`config.mk`:
```
export PLATFORM = sky130hd
export DESIGN_NAME = tia_horizontal_motion_controller_flat
export DESIGN_NICKNAME = d
export VERILOG_FILES = /design/src/rtl/tia_hmove_defs.sv /design/src/rtl/tia_horizontal_motion_controller_if.sv /design/src/rtl/tia_hmove_comparator.sv /design/src/rtl/tia_horizontal_motion_controller.sv /design/src/flat_wrapper.sv
export SDC_FILE = /design/constraint.sdc
export NUM_CORES = 1
export LEC_CHECK = 0
export CORE_ASPECT_RATIO = 0.8
export CORE_UTILIZATION = 51
export DETAILED_ROUTE_END_ITERATION = 12
export GPL_TIMING_DRIVEN = 0
export MAX_ROUTING_LAYER = met4
export PLACE_DENSITY = 0.84
export RECOVER_POWER = 100
export SYNTH_ARGS = -nofsm -noshare
export SYNTH_HDL_FRONTEND = slang
export SYNTH_SLANG_ARGS = --single-unit
```
`constraint.sdc`:
```
create_clock -name clk -period 1.7 [get_ports clk]
set_input_delay 0.17 -clock clk [delete_from_list [all_inputs] [get_ports clk]]
set_output_delay 0.17 -clock clk [all_outputs]
set_load 0.01 [all_outputs]
```
`src/rtl/tia_hmove_defs.sv`:
```
// Shared constants, state encoding and helpers for the HMOVE sequencer.
package tia_hmove_defs;

   localparam int unsigned NUM_OBJ = 5;
   localparam int unsigned HM_W    = 4;
   localparam int unsigned STEPS   = 16;

   localparam int unsigned OBJ_P0 = 0;
   localparam int unsigned OBJ_P1 = 1;
   localparam int unsigned OBJ_M0 = 2;
   localparam int unsigned OBJ_M1 = 3;
   localparam int unsigned OBJ_BL = 4;

   localparam logic [HM_W-1:0] HM_BIAS = 4'b1000;

   typedef enum logic {
      IDLE = 1'b0,
      RUN  = 1'b1
   } hm_state_e;

   // Signed motion value to unsigned pulse count (0..15).
   function automatic logic [HM_W-1:0] pulse_count(input logic [HM_W-1:0] hm);
      return hm ^ HM_BIAS;
   endfunction

endpackage

```
`src/rtl/tia_horizontal_motion_controller_if.sv`:
```
// Bus between the HMxx register file / timing chain and the HMOVE sequencer.
interface tia_horizontal_motion_controller_if;
   import tia_hmove_defs::*;

   logic                     tick;
   logic                     hmove;
   logic                     rhb;
   logic [NUM_OBJ*HM_W-1:0]  hm;
   logic [NUM_OBJ-1:0]       pec_bar;
   logic                     busy;
   logic                     hmove_blank;

   modport master (
      output tick, hmove, rhb, hm,
      input  pec_bar, busy, hmove_blank
   );

   modport slave (
      input  tick, hmove, rhb, hm,
      output pec_bar, busy, hmove_blank
   );
endinterface

```
`src/rtl/tia_hmove_comparator.sv`:
```
// Per-object slice: latches the pulse count and emits one pec_bar pulse per counted step.
module tia_hmove_comparator
   import tia_hmove_defs::*;
(
   input  logic            clk,
   input  logic            reset_bar,
   input  logic            load,
   input  logic [HM_W-1:0] hm_val,
   input  logic            step,
   input  logic [HM_W-1:0] k,
   output logic            pec_bar
);

   logic [HM_W-1:0] m;
   logic            flag;

   // Load on hmove overrides any step in the same cycle, so a restart tick is never counted.
   always_ff @(posedge clk or negedge reset_bar) begin
      if (!reset_bar) begin
         m       <= '0;
         flag    <= 1'b0;
         pec_bar <= 1'b1;
      end else begin
         pec_bar <= 1'b1;
         if (load) begin
            m    <= pulse_count(hm_val);
            flag <= (pulse_count(hm_val) != '0);
         end else if (step && flag) begin
            pec_bar <= 1'b0;
            if ((k + HM_W'(1)) == m) flag <= 1'b0;
         end
      end
   end

endmodule

```
`src/rtl/tia_horizontal_motion_controller.sv`:
```
// HMOVE sequencer: step FSM, shared step counter, extended-blank flag and per-object comparators.
module tia_horizontal_motion_controller
   import tia_hmove_defs::*;
(
   input  logic                               clk,
   input  logic                               reset_bar,
   tia_horizontal_motion_controller_if.slave  bus
);

   localparam logic [HM_W-1:0] K_LAST = HM_W'(STEPS - 1);

   hm_state_e          state;
   logic [HM_W-1:0]    k;
   logic               busy_q;
   logic               blank_q;
   logic               step;
   logic [NUM_OBJ-1:0] pec_bar_w;

   assign step = (state == RUN) && bus.tick && !bus.hmove;

   // busy mirrors the registered state, so it rises the cycle after hmove.
   always_ff @(posedge clk or negedge reset_bar) begin
      if (!reset_bar) begin
         state  <= IDLE;
         k      <= '0;
         busy_q <= 1'b0;
      end else if (bus.hmove) begin
         state  <= RUN;
         k      <= '0;
         busy_q <= 1'b1;
      end else if (step) begin
         k <= k + HM_W'(1);
         if (k == K_LAST) begin
            state  <= IDLE;
            busy_q <= 1'b0;
         end
      end
   end

   // Set wins over clear when hmove and rhb coincide.
   always_ff @(posedge clk or negedge reset_bar) begin
      if (!reset_bar)     blank_q <= 1'b0;
      else if (bus.hmove) blank_q <= 1'b1;
      else if (bus.rhb)   blank_q <= 1'b0;
   end

   for (genvar i = 0; i < NUM_OBJ; i++) begin : g_obj
      tia_hmove_comparator u_cmp (
         .clk       (clk),
         .reset_bar (reset_bar),
         .load      (bus.hmove),
         .hm_val    (bus.hm[i*HM_W +: HM_W]),
         .step      (step),
         .k         (k),
         .pec_bar   (pec_bar_w[i])
      );
   end

   assign bus.pec_bar     = pec_bar_w;
   assign bus.busy        = busy_q;
   assign bus.hmove_blank = blank_q;

endmodule

```
`src/flat_wrapper.sv`:
```
// flat-port wrapper written by rule: the top's interface ports become plain ports
module tia_horizontal_motion_controller_flat import tia_hmove_defs::*;
  (clk, reset_bar, bus_tick, bus_hmove, bus_rhb, bus_hm, bus_pec_bar, bus_busy, bus_hmove_blank);
  tia_horizontal_motion_controller_if bus_i ();
  input  logic clk;
  input  logic reset_bar;
  input wire logic [$bits(bus_i.tick)-1:0] bus_tick;
  input wire logic [$bits(bus_i.hmove)-1:0] bus_hmove;
  input wire logic [$bits(bus_i.rhb)-1:0] bus_rhb;
  input wire logic [$bits(bus_i.hm)-1:0] bus_hm;
  output wire logic [$bits(bus_i.pec_bar)-1:0] bus_pec_bar;
  output wire logic [$bits(bus_i.busy)-1:0] bus_busy;
  output wire logic [$bits(bus_i.hmove_blank)-1:0] bus_hmove_blank;
  assign bus_i.tick = bus_tick;
  assign bus_i.hmove = bus_hmove;
  assign bus_i.rhb = bus_rhb;
  assign bus_i.hm = bus_hm;
  assign bus_pec_bar = bus_i.pec_bar;
  assign bus_busy = bus_i.busy;
  assign bus_hmove_blank = bus_i.hmove_blank;
  tia_horizontal_motion_controller u_core (.clk(clk), .reset_bar(reset_bar), .bus(bus_i));
endmodule
```
==> metrics, run 1 <==
P_leak 0.0008946 µW; Critical R2R Launch u_core.k[1]$_DFFE_PN0P_; Placed Cells 223; vias 1281; CP Capture Point bus_pec_bar[1]; Yosys reg bits 36; final hold violation count 0; die footprint 3664 µm²; slew at the pin closest to its max-slew limit 0.8566 ns; min cycle time layout 1.603 ns; final-stage net count 216; fin area 2212 µm²; # Post-CTS Setup Buffers 0; status finished clean; vias in the first global route 1247; Post-DP HPWL 2569 µm; R2R Setup Slk 0.16 ns; area share of the largest cell type after synthesis 44.41%; type of origin of the critical path register; clk slew on worst S/H paths 0.07 ns; Setup TNS 0 ns; largest net degree at the start of global routing 37; final non-filler cell total 231; Remaining DRCs 0; final setup fails 0; clock latency on the worst-skew pair 0.29 ns; setup ws final 0.09704 ns; Synth warnings 0; Area Overhead vs Synth 26.65%; worst path required time 1.53 ns; first-pass GRT wire length 5685 µm; CP endpoint kind output port; routed wire length 3625 µm; number of enable flip-flop cells after synthesis 0; IO Count 32; antenna cell count 0; row cnt 18; Final Cycle Share 94.29%; Starting Density 55.00%; syn_area_per_cell 11.49 µm²; Worst slew margin 42.89%; DP Worst Slack -0.07621 ns; multi-input logic area 754.5 µm²; fillers 227; ratio of cells with drive above 1 in the final layout 21.99%; r2r worst-path depth 5; Peak VDD IR 0.5749 mV; Synth async-reset ratio 100.0%; post-synth cell types 29; CP startpoint u_core.g_obj[1].u_cmp.pec_bar$_DFF_PN1_; HP Class in2reg; Die Width 67.43 µm; GRT Overall Usage 23.42%; Final ANT Viol Nets 0; Detailed Routing Iterations Pass 1 4; top post-synthesis cells by area dfrtp_1 (44%), mux2_2 (10%), dfstp_2 (7.5%), xnor2_1 (5.5%), xor2_1 (3.5%); Clock Skew 0.006349 ns; Sequential Area 907.1 µm²; Iter 0 DRT Violations 70; clock sinks 36; Slew Limit Fails 0; via/cell ratio 5.545; RSZ-0062 raised after global routing false; clock root buffer clkbuf_8; DR WL/cell 15.69 µm; gpl congestion 0.7981; most used flip-flop cell after synthesis dfrtp_1; cell taking the most area after synthesis dfrtp_1; global route total overflow 0; Max-Cap Viols 0; Port Buffer Count 31; sequential-to-total area share from yosys stat 51.93%; Die H 54.35 µm; count leader, synth dfrtp_1; CP Max Fanout 1; core footprint 3176 µm²; cells after synthesis 152; H-tree depth 2; CTS tree yes; top cells by count, synth dfrtp_1 (31), mux2_2 (16), nand3_1 (11), xnor2_1 (11), nor2_1 (8); syn nets 178; data arrival time of the worst path 1.43 ns; RR Endpoint u_core.g_obj[0].u_cmp.flag$_DFFE_PN0P_; Cell Area, Placed 2102 µm²; Clock Tree Buf Depth 2; pwr dens 892.0 nW/µm²; initial antenna violation count 0; synthesized cell area 1747 µm²; maximum clock frequency 623.8 MHz; CTS Buf Count 5; CP Class reg2out
## report_power, final
part	switching, µW	internal (µW)
clock network	288	330
logic	165	206
registers	46.8	937
## worst max-delay path, stage by stage (launching register included)
cell	delay [ns]
dfstp_2	0.52
clkbuf_4	0.11
clkdlybuf4s50_1	0.52
## repair_timing
item,4_1_cts,5_1_grt
endpoints found under the hold margin,31,0
setup endpoints to repair,5,4
hold buffers,1,0
gates resized for setup,0,2
## flip-flops by register name, indices dropped and copies added (netlist names)
signal                      flops
u_core.g_obj.u_cmp.m           20
u_core.g_obj.u_cmp.flag         5
u_core.g_obj.u_cmp.pec_bar      5
u_core.k                        4
u_core.bus.busy                 1
u_core.bus.hmove_blank          1
## per-layer routing
| metal | part of all wire [%] | global-route usage, % | vias up |
|---|---|---|---|
| li1 | - | - | 595 |
| met1 | 42 | 27.32 | 638 |
| met2 | 50 | 38.17 | 42 |
| met3 | 6.8 | 6.875 | 6 |
| met4 | 1.3 | 9.929 | 0 |
| met5 | 0 | - | - |
## layout by cell type (no fill, tap or decap)
master and n:
o21ai_0 4, dfstp_2 5, nand2_1 6, mux2i_1 1, nor2b_1 5, nor2_1 8, clkbuf_8 6, nand3_1 11
and2_0 1, clkbuf_4 5, xnor2_4 1, clkdlybuf4s50_1 27, nand3_2 1, clkbuf_2 3, mux2_2 16, ha_2 1
dlygate4sd3_1 4, clkbuf_1 3, o41ai_1 5, nand2b_1 1, a21oi_1 4, xor2_2 1, or3b_1 4, buf_6 1
a21o_1 2, nand4_1 7, dfrtp_1 31, a2bb2oi_1 1, inv_1 6, xnor2_1 11, xor2_1 7, buf_2 2
## worst min path at each step
stage                     slack [ns]                          startpoint                                     end  depth (start not counted)
after detailed placement        0.29                           reset_bar             u_core.bus.busy$_DFFE_PN0P_                          1
after global routing            0.47                           bus_hm[3]  u_core.g_obj[0].u_cmp.m[3]$_DFFE_PN0P_                          2
after CTS                       0.46                             bus_rhb      u_core.bus.hmove_blank$_DFFE_PN0P_                          3
final                           0.46                             bus_rhb      u_core.bus.hmove_blank$_DFFE_PN0P_                          3
after floorplan                -0.13                           reset_bar             u_core.bus.busy$_DFFE_PN0P_                          0
after global placement          0.46  u_core.bus.hmove_blank$_DFFE_PN0P_      u_core.bus.hmove_blank$_DFFE_PN0P_                          1
## cell families after synthesis
group           count (synthesis)  synth area share [%]
simple gates                   44                 13.75
fa+ha+maj                       1                0.7162
buf+inv                        18                 5.659
compound gates                 16                 6.160
xor+xnor                       20                 10.89
mux                            17                 10.89
flops                          36                 51.93
## cell type report
| type | instances | area share (%) |
|---|---|---|
| Clock buffer | 8 | 4.072 |
| Inverter | 6 | 1.018 |
| Sequential cell | 36 | 41.01 |
| Tap cell | 40 | 2.262 |
| Multi-Input combinational cell | 98 | 34.11 |
| Buffer | 11 | 3.281 |
| Timing Repair Buffer | 32 | 14.25 |
## metrics by stage
step	utilization (%)	power, µW	hold slack [ns]
floorplan	-	1214	-0.1256
global placement	66.35	1345	0.4606
detailed placement	66.19	1366	0.2867
CTS	69.23	1982	0.4564
global route	69.66	2052	0.4698
finish	69.66	1973	0.4621
Power figures use the tool's default switching activity.
==> inputs of run 2 (changes only) <==
--- a/config.mk
+++ b/config.mk
@@ -5,7 +5,6 @@
 export SDC_FILE = /design/constraint.sdc
 export NUM_CORES = 1
 export LEC_CHECK = 0
-export CORE_ASPECT_RATIO = 0.8
 export CORE_UTILIZATION = 51
 export DETAILED_ROUTE_END_ITERATION = 12
 export GPL_TIMING_DRIVEN = 0
==> run 2 against run 1 <==
  * Routed wire length is 0.50% higher
  * Count of clock-buffer cells in the layout did not move
  * Via count fell by 3.7%
  * Design area shrank 1.2%
  * Register-to-register slack about the same
  * Critical path depth unchanged
  * Sequential share of layout area rose by 0.52 points
  * Non-clock buffer count unchanged
  * Clock skew grew 0.0028 ns
==> metrics, run 2 (synthesis gave the netlist of run 1 again) <==
antenna cell count 0 (unchanged); Port Buffer Count 31 (unchanged); Stages on worst setup path 2 (unchanged); gpl congestion 0.7787 (-2.4%); Clock Skew 0.009153 ns (+0.002804 ns); Max-Cap Viols 0 (unchanged); Iter 0 DRT Violations 37 (-47%); die footprint 3663 µm² (about the same); RR Endpoint u_core.g_obj[0].u_cmp.flag$_DFFE_PN0P_; # Post-CTS Setup Buffers 0 (unchanged); critical path's slowest cell dfstp_2; ratio of cells with drive above 1 in the final layout 21.47% (-0.52 points); initial antenna violation count 0 (unchanged); Critical R2R Launch u_core.k[1]$_DFFE_PN0P_; clock latency on the worst-skew pair 0.35 ns (+0.06 ns); Largest regs u_core.g_obj.u_cmp.m: 20 flops, u_core.g_obj.u_cmp.flag: 5 flops, u_core.g_obj.u_cmp.pec_bar: 5 flops; Critical Path, Cell by Cell buf_4 > clkdlybuf4s50_1; Die Width 60.52 µm (-10%); routed wire length 3643 µm (+0.50%); vias in the first global route 1313 (+5.3%); min cycle time layout 1.656 ns (+0.05347 ns); final hold violation count 0 (unchanged); worst path required time 1.53 ns (about the same); buffers plus inverters on the worst setup path 2 (unchanged); most common cell after layout, fill and taps aside dfrtp_1; Final Util 69.29% (-0.38 points); most frequent cells in the layout dfrtp_1 (31), clkdlybuf4s50_1 (24), mux2_2 (16); P_leak 0.0008790 µW (-1.7%); Die H 60.52 µm (+11%); clock root buffer clkbuf_4; first-pass GRT wire length 6023 µm (+5.9%); Placed Cells 227 (+1.8%); CP startpoint u_core.g_obj[1].u_cmp.pec_bar$_DFF_PN1_; Starting Density 55.40% (+0.39 points); CTS tree yes; status finished clean; maximum clock frequency 603.7 MHz (-3.2%); multi-input logic area 754.5 µm² (unchanged); Final Cycle Share 97.44% (+3.1 points); GRT Overall Usage 23.89% (+0.47 points); Detailed Routing Iterations Pass 1 4 (unchanged); Slew Limit Fails 0 (unchanged); worst hold start bus_rhb; pwr dens 839.5 nW/µm² (-5.9%); CP Class reg2out; final-stage net count 216 (unchanged); Final ANT Viol Nets 0 (unchanged); Remaining DRCs 0 (unchanged); clk slew on worst S/H paths 0.10 ns (+0.03 ns); worst stage delay on the critical path 0.54 ns (+0.02 ns); vias 1233 (-3.7%); type of origin of the critical path register; HP Class in2reg; IO Count 32 (unchanged); via/cell ratio 5.247 (-5.4%); Area Overhead vs Synth 25.07%; final setup fails 0 (unchanged); final non-filler cell total 235 (+1.7%); data arrival time of the worst path 1.49 ns (+0.06 ns); DP Worst Slack -0.06042 ns (+0.01579 ns); H-tree depth 2 (unchanged); largest net degree at the start of global routing 37 (unchanged); max FFs per register 20 (unchanged); setup ws final 0.04358 ns (-0.05347 ns); CTS Buf Count 5 (unchanged); r2r worst-path depth 5 (unchanged); Sequential Area 907.1 µm² (unchanged); R2R Setup Slk 0.15 ns (about the same); hold slack 0.3941 ns (-0.06799 ns); row cnt 20 (+2); fillers 263 (+16%); Peak VDD IR 0.5067 mV (-12%); CP Capture Point bus_pec_bar[1]; RSZ-0062 raised after global routing false; slew at the pin closest to its max-slew limit 0.8783 ns (+0.02173 ns); largest register by flop count u_core.g_obj.u_cmp.m; global route total overflow 0 (unchanged); Crit path max-delay family buffers and inverters; Post-DP HPWL 2558 µm (-0.41%); CP endpoint kind output port; Worst slew margin 41.44% (-1.4 points); clock sinks 36 (unchanged); CP Max Fanout 1 (unchanged); core footprint 3153 µm² (-0.71%); Clock Tree Buf Depth 2 (unchanged); DR WL/cell 15.50 µm (-1.2%)
==> run 2: cell count changes in the layout (fill, tap and decap cells not counted) <==
cell | previous run | this run
buf_4 | 0 | 5
clkbuf_8 | 6 | 1
clkdlybuf4s25_1 | 0 | 4
clkdlybuf4s50_1 | 27 | 24
clkbuf_1 | 3 | 4
clkbuf_2 | 3 | 2
dlygate4sd3_1 | 4 | 3
==> run 2: per-layer routing <==
layer / wire (µm) / GRT usage, %
met1: 1608 / 27.88
met2: 1817 / 38.46
met3: 163 / 7.249
met4: 55 / 9.740
met5: 0 / -
==> run 2: stage by stage <==
stage / setup TNS, ns / cell area (µm²) / total power (µW)
final: 0 / 2185 / 1834
after global routing: 0 / 2185 / 1926
after CTS: 0 / 2172 / 1849
after detailed placement: -0.6753 / 2107 / 1365
after global placement: -7.985 / 2112 / 1345
after floorplan: 0 / 1747 / 1214
==> run 2: repair_timing <==
action | CTS | global route
gates resized for setup | 0 | 6
hold buffers | 1 | 0
endpoints found under the setup margin | 5 | 9
pin swaps | 0 | 0
hold endpoints to repair | 31 | 0
gates cloned | 0 | 0
==> run 2: layout make-up <==
cell class                      instances  share of cell area, %
Buffer                                 11                  3.265
Clock buffer                            8                  2.692
Inverter                                6                  1.031
Multi-Input combinational cell         98                  34.54
Sequential cell                        36                  41.52
Tap cell                               44                  2.520
Timing Repair Buffer                   32                  14.43
==> run 2: worst min path at each step <==
stage / to / slack, ns / cells after the start
2_1_floorplan: u_core.bus.busy$_DFFE_PN0P_ / -0.13 / 0
3_3_place_gp: u_core.bus.hmove_blank$_DFFE_PN0P_ / 0.47 / 1
3_5_place_dp: u_core.g_obj[0].u_cmp.m[3]$_DFFE_PN0P_ / 0.29 / 1
4_1_cts: u_core.bus.hmove_blank$_DFFE_PN0P_ / 0.39 / 3
5_1_grt: u_core.g_obj[3].u_cmp.m[3]$_DFFE_PN0P_ / 0.39 / 2
6_report: u_core.bus.hmove_blank$_DFFE_PN0P_ / 0.39 / 3
==> run 2: power by group <==
part / internal [µW] / switching, µW / total, µW
Sequential: 936 / 45.4 / 982
Clock: 204 / 279 / 483
Combinational: 205 / 164 / 369
==> run 2: worst min-delay path, delay by kind of cell <==
kind,cells,cell delay (ns)
buffers and inverters,2,0.44
AOI/OAI and AO/OA,1,0.09
==> inputs of run 3 (changes only) <==
--- a/config.mk
+++ b/config.mk
@@ -8,6 +8,7 @@
 export CORE_UTILIZATION = 51
 export DETAILED_ROUTE_END_ITERATION = 12
 export GPL_TIMING_DRIVEN = 0
+export HOLD_SLACK_MARGIN = 0.15
 export MAX_ROUTING_LAYER = met4
 export PLACE_DENSITY = 0.84
 export RECOVER_POWER = 100
==> results of run 3 <==
The final DEF is identical to that of run 2; final timing and power are the same.
